## src/rtl/counter_sched.sv

```systemverilog
// Programmable interval timer: prescaled wrapping up-counter with start/pause/resume/stop,
// one-shot or periodic reload, tick pulse and sticky irq. Define COUNTER_SCHED_OVERFLOW_EN
// to add the ovf_cnt missed-interrupt counter.
module counter_sched #(
    parameter int unsigned WIDTH     = 16,
    parameter int unsigned PSC_WIDTH = 8
) (
    input  logic                 clk,
    input  logic                 rst_n,
    input  logic [WIDTH-1:0]     cfg_period,
    input  logic [PSC_WIDTH-1:0] cfg_prescale,
    input  logic                 cfg_periodic,
    input  logic                 cmd_start,
    input  logic                 cmd_pause,
    input  logic                 cmd_stop,
    input  logic                 irq_clr,
    output logic [WIDTH-1:0]     cnt,
    output logic [1:0]           state,
    output logic                 busy,
    output logic                 tick,
`ifdef COUNTER_SCHED_OVERFLOW_EN
    output logic [7:0]           ovf_cnt,
`endif
    output logic                 irq
);

    typedef enum logic [1:0] {
        StIdle  = 2'b00,
        StRun   = 2'b01,
        StPause = 2'b10,
        StDone  = 2'b11
    } state_e;

    state_e               state_q;
    logic [WIDTH-1:0]     cnt_q;
    logic [PSC_WIDTH-1:0] psc_q;
    logic [WIDTH-1:0]     period_lat_q;
    logic [PSC_WIDTH-1:0] psc_lat_q;
    logic                 periodic_lat_q;
    logic                 busy_q;
    logic                 tick_q;
    logic                 irq_q;

    logic psc_wrap;
    logic step;
    logic terminal;

    // A step only happens in a RUN cycle that is neither stopped nor paused.
    always_comb begin
        psc_wrap = (psc_q == psc_lat_q);
        step     = (state_q == StRun) && !cmd_stop && !cmd_pause && psc_wrap;
        terminal = step && (cnt_q == period_lat_q);
    end

    always_ff @(posedge clk or negedge rst_n) begin
        if (!rst_n) begin
            state_q        <= StIdle;
            cnt_q          <= '0;
            psc_q          <= '0;
            period_lat_q   <= '0;
            psc_lat_q      <= '0;
            periodic_lat_q <= 1'b0;
            busy_q         <= 1'b0;
            tick_q         <= 1'b0;
            irq_q          <= 1'b0;
        end else begin
            tick_q <= 1'b0;
            if (cmd_stop) begin
                state_q <= StIdle;
                cnt_q   <= '0;
                psc_q   <= '0;
                busy_q  <= 1'b0;
            end else begin
                unique case (state_q)
                    StIdle, StDone: begin
                        if (cmd_start) begin
                            period_lat_q   <= cfg_period;
                            psc_lat_q      <= cfg_prescale;
                            periodic_lat_q <= cfg_periodic;
                            cnt_q          <= '0;
                            psc_q          <= '0;
                            state_q        <= StRun;
                            busy_q         <= 1'b1;
                        end
                    end
                    StRun: begin
                        if (cmd_pause) begin
                            state_q <= StPause;
                        end else if (!psc_wrap) begin
                            psc_q <= psc_q + PSC_WIDTH'(1);
                        end else begin
                            psc_q <= '0;
                            if (cnt_q != period_lat_q) begin
                                cnt_q <= cnt_q + WIDTH'(1);
                            end else begin
                                tick_q <= 1'b1;
                                if (periodic_lat_q) begin
                                    cnt_q <= '0;
                                end else begin
                                    state_q <= StDone;
                                    busy_q  <= 1'b0;
                                end
                            end
                        end
                    end
                    StPause: begin
                        if (cmd_start) begin
                            state_q <= StRun;
                        end
                    end
                endcase
            end

            // Set wins over a simultaneous clear.
            if (terminal) begin
                irq_q <= 1'b1;
            end else if (irq_clr) begin
                irq_q <= 1'b0;
            end
        end
    end

`ifdef COUNTER_SCHED_OVERFLOW_EN
    logic [7:0] ovf_q;

    // Counts terminal steps that land while irq is still pending; clear beats increment.
    always_ff @(posedge clk or negedge rst_n) begin
        if (!rst_n) begin
            ovf_q <= 8'd0;
        end else if (irq_clr) begin
            ovf_q <= 8'd0;
        end else if (terminal && irq_q && (ovf_q != 8'hff)) begin
            ovf_q <= ovf_q + 8'd1;
        end
    end

    assign ovf_cnt = ovf_q;
`endif

    assign cnt   = cnt_q;
    assign state = state_q;
    assign busy  = busy_q;
    assign tick  = tick_q;
    assign irq   = irq_q;

endmodule
```

## config.mk

```make
export PLATFORM = sky130hd
export DESIGN_NAME = counter_sched
export DESIGN_NICKNAME = d
export VERILOG_FILES = /design/src/rtl/counter_sched.sv
export SDC_FILE = /design/constraint.sdc
export NUM_CORES = 1
export LEC_CHECK = 0
export CAP_MARGIN = 20
export CORE_ASPECT_RATIO = 1.5
export CORE_UTILIZATION = 42
export CTS_CLUSTER_DIAMETER = 60
export DETAILED_ROUTE_END_ITERATION = 10
export PLACE_DENSITY = 0.64
export SYNTH_ARGS = -nofsm -noshare
export SYNTH_HDL_FRONTEND = slang
export SYNTH_SLANG_ARGS = --single-unit
```

## constraint.sdc

```tcl
create_clock -name clk -period 2.55 [get_ports clk]
set_clock_uncertainty 0.05 [all_clocks]
set_input_delay 0.765 -clock clk [delete_from_list [all_inputs] [get_ports clk]]
set_output_delay 0.765 -clock clk [all_outputs]
set_load 0.1 [all_outputs]
```

==> flow_metrics.env <==
export IMPL_vias_per_cell=5.44
export IMPL_place_area_um2=3540
export IMPL_syn2layout_area_growth_pct=34.7
export IMPL_rrSetupSlack_ps=170
export IMPL_path_max_fanout=4
export IMPL_hold_viol=0
export IMPL_layout_setup_ws_ps=110
export IMPL_cts_made_buffers=5
export IMPL_clock_root_buffer="clkbuf_8"
export IMPL_setup_tns_ps=0
export IMPL_post_cts_buffers=0
export IMPL_gp_congestion=0.839
export IMPL_grt_pass1_wl_mm=10.5
export IMPL_yosys_cell_types_count=35
export IMPL_clkLatencyLatePin_ps=300
export IMPL_ios=52
export IMPL_rsz0062_at_grt="no"
export IMPL_final_util_pct=59.3
export IMPL_cp_num_buf_inv=1
export IMPL_cts_tree="yes"
export IMPL_setup_viol=0
export IMPL_status="finished clean"
export IMPL_critical_path_required_ps=2730
export IMPL_cpPeakStageDelay_ps=580
export IMPL_drc=0
export IMPL_path_class="in -> reg"
export IMPL_irDropWorstVdd_uv=318
export IMPL_drt_wirelength_per_cell_um=15.4
export IMPL_synth_seq_cells=54
export IMPL_rr_endpoint="cnt[14]"
export IMPL_die_area_um2=6850
export IMPL_drt_pass1_iter_count=4
export IMPL_hold_path_class="in -> async"
export IMPL_cp_arrival_ps=2620
export IMPL_finalPower_uw=2200
export IMPL_max_freq_ghz=0.410
export IMPL_place_ws_ps=-181
export IMPL_cp_cell_sequence="clkdlybuf4s50_1, mux2_2, a21o_1, nand4_1, nor2_1, or4b_2, a21oi_1"
export IMPL_grt_usage_pct=20.3
export IMPL_h_tree_depth=2
export IMPL_fp_dieH_um=101
export IMPL_reg2reg_depth=7
export IMPL_synthesis_nets=287
export IMPL_clock_sinks=54
export IMPL_startpoint="cmd_start"
export IMPL_cp_end_kind="flip-flop"
export IMPL_grt_pass1_vias=2191
export IMPL_path_clk_slew_ps=100
export IMPL_synth_area_um2=2740
export IMPL_core_area_um2=6220
export IMPL_antenna_found_initial=0
export IMPL_num_vias=2243
export IMPL_final_nets=371
export IMPL_drt_initial_drc_count=82
export IMPL_ys_warn_count=0
export IMPL_cp_start_kind="input port"
export IMPL_grt_max_degree=55
export IMPL_portBuffers=51
export IMPL_fin_crit_sh_pct=95.7
export IMPL_synth_cells=253
export IMPL_avgSynthCellArea_um2=10.8
export IMPL_cts_resized=0
export IMPL_leakagePower_uw=0.00157
export IMPL_drt_wl_total_mm=6.36
export IMPL_ant_nets=0
export IMPL_synth_yosys_seq_area_share_pct=49.4
export IMPL_crit_slowest_cell="or4b_2"
export IMPL_power_density_nw_per_um2=597
export IMPL_fillerInstances=558
export IMPL_maxCapViolCount=0
export IMPL_grt_overflow_total=0
export IMPL_timing_rr_start="cnt[12]"
export IMPL_stdcell_area_um2=3690
export IMPL_crit_end="cnt[14]"
export IMPL_antenna_cells=0
export IMPL_start_util_pct=44.0
export IMPL_relSlewSlack_pct=67.7
export IMPL_worst_slew_pin_slew_ps=480
export IMPL_min_period_ps=2440
export IMPL_rows=35
export IMPL_die_x_um=67.9
export IMPL_cts_hold_buffers=0
export IMPL_cp_num_cells=7
export IMPL_cp_top_family="simple AND/OR/NAND/NOR gates"
export IMPL_layout_drive_gt1_share_pct=33.1
export IMPL_cts_buffer_depth=2
export IMPL_dp_hpwl_mm=4.87
export IMPL_slew_viol_final=0
-- logic make-up (layout without fill, tap and decap cells) --
| family | Yosys count | in the layout | synth area share [%] |
|---|---|---|---|
| AND/OR/NAND/NOR | 82 | 82 | 16.2 |
| flip-flops | 54 | 54 | 49.4 |
| AO/OA/AOI/OAI | 43 | 43 | 10.2 |
| XOR/XNOR | 31 | 31 | 9.92 |
| multiplexers | 26 | 26 | 10.7 |
| buffers and inverters | 14 | 99 | 2.29 |
| adder cells (fa/ha/maj) | 3 | 3 | 1.37 |
-- per-layer routing --
metal,up-vias,wire [um],track usage (%)
met5,-,0,0
met4,0,95,5.13
met3,8,216,3.17
met2,57,3470,37.3
met1,1094,2570,23.6
li1,1084,-,-
-- layout by cell type, fill, tap and decap left out, types with 2 or more instances in the layout --
cell type and n:
buf_4 52, dfrtp_1 36, clkdlybuf4s50_1 29, mux2_2 26
xor2_1 20, nor2_1 18, nand2_1 17, dfrtp_2 17
a21oi_1 15, xnor2_1 11, nand3_1 10, o21ai_0 10
nand4_1 9, o31ai_1 8, or4_1 8, inv_1 7
clkbuf_8 6, nor4_1 4, or3_1 4, and3_1 4
ha_1 3, a21o_1 2, nand2b_1 2, a221oi_1 2
bufinv_16 2, buf_12 2
-- worst reg2reg max path, delay by kind of cell, from the launching register on --
kind	cells	cell delay, ps
AND/OR/NAND/NOR	3	1180
flip-flops	1	460
AO/OA/AOI/OAI	2	250
XOR/XNOR	1	160
buffers and inverters	1	160
-- report_power, final --
part           total [uW]  internal [uW]  switching [uW]
Clock                 699            419             280
Sequential           1040            964            77.2
Combinational         460            241             219
-- worst min path at each step --
stage | from | to | slack [ps]
after global placement | irq | irq | 420
after floorplan | rst_n | busy | 420
final | rst_n | period_lat_q[12] | 380
after detailed placement | irq | irq | 430
after CTS | rst_n | period_lat_q[9] | 400
after global routing | rst_n | period_lat_q[7] | 400
-- metrics by stage --
stage | cells | hold WS, ps
floorplan | 253 | 419
global placement | 404 | 419
detailed placement | 404 | 427
CTS | 412 | 399
global route | 412 | 404
finish | 412 | 379
-- sequential cells by signal, summed over array words and instances (netlist names) --
register	cells
cnt	16
tick	1
psc_q	8
period_lat_q	16
irq	1
periodic_lat_q	1
busy	1
psc_lat_q	8
state	2
-- cell usage after synthesis --
cell type,count,area [um2]
dfrtp_1,54,1350
mux2_2,26,293
xor2_1,20,175
nor2_1,18,67.6
nand2_1,17,63.8
a21oi_1,15,75.1
xnor2_1,11,96.3
nand3_1,10,50.1
o21ai_0,10,50.1
nand4_1,9,56.3
o31ai_1,8,60.1
or4_1,8,60.1
inv_1,7,26.3
and3_1,4,25.0
clkbuf_1,4,15.0
nor4_1,4,25.0
or3_1,4,25.0
ha_1,3,37.5
a21o_1,2,15.0
a221oi_1,2,17.5
buf_2,2,10.0
nand2b_1,2,12.5
a21oi_4,1,16.3
and2_1,1,6.26
and4_2,1,10.0
and4bb_2,1,12.5
buf_6,1,11.3
nand3b_1,1,7.51
o2111a_1,1,11.3
o2111ai_1,1,8.76
o211ai_1,1,7.51
o2bb2ai_1,1,8.76
o41ai_1,1,8.76
or4_4,1,11.3
or4b_2,1,10.0
-- area by class of cell --
| class | instances | area (um2) | share of cell area [%] |
|---|---|---|---|
| Tap cell | 74 | 92.6 | 2.51 |
| Sequential cell | 54 | 1380 | 37.3 |
| Multi-Input combinational cell | 185 | 1320 | 35.9 |
| Inverter | 7 | 26.3 | 0.713 |
| Clock inverter | 2 | 60.1 | 1.63 |
| Clock buffer | 6 | 82.6 | 2.24 |
| Timing Repair Buffer | 84 | 726 | 19.7 |
Power figures use the tool's default switching activity.
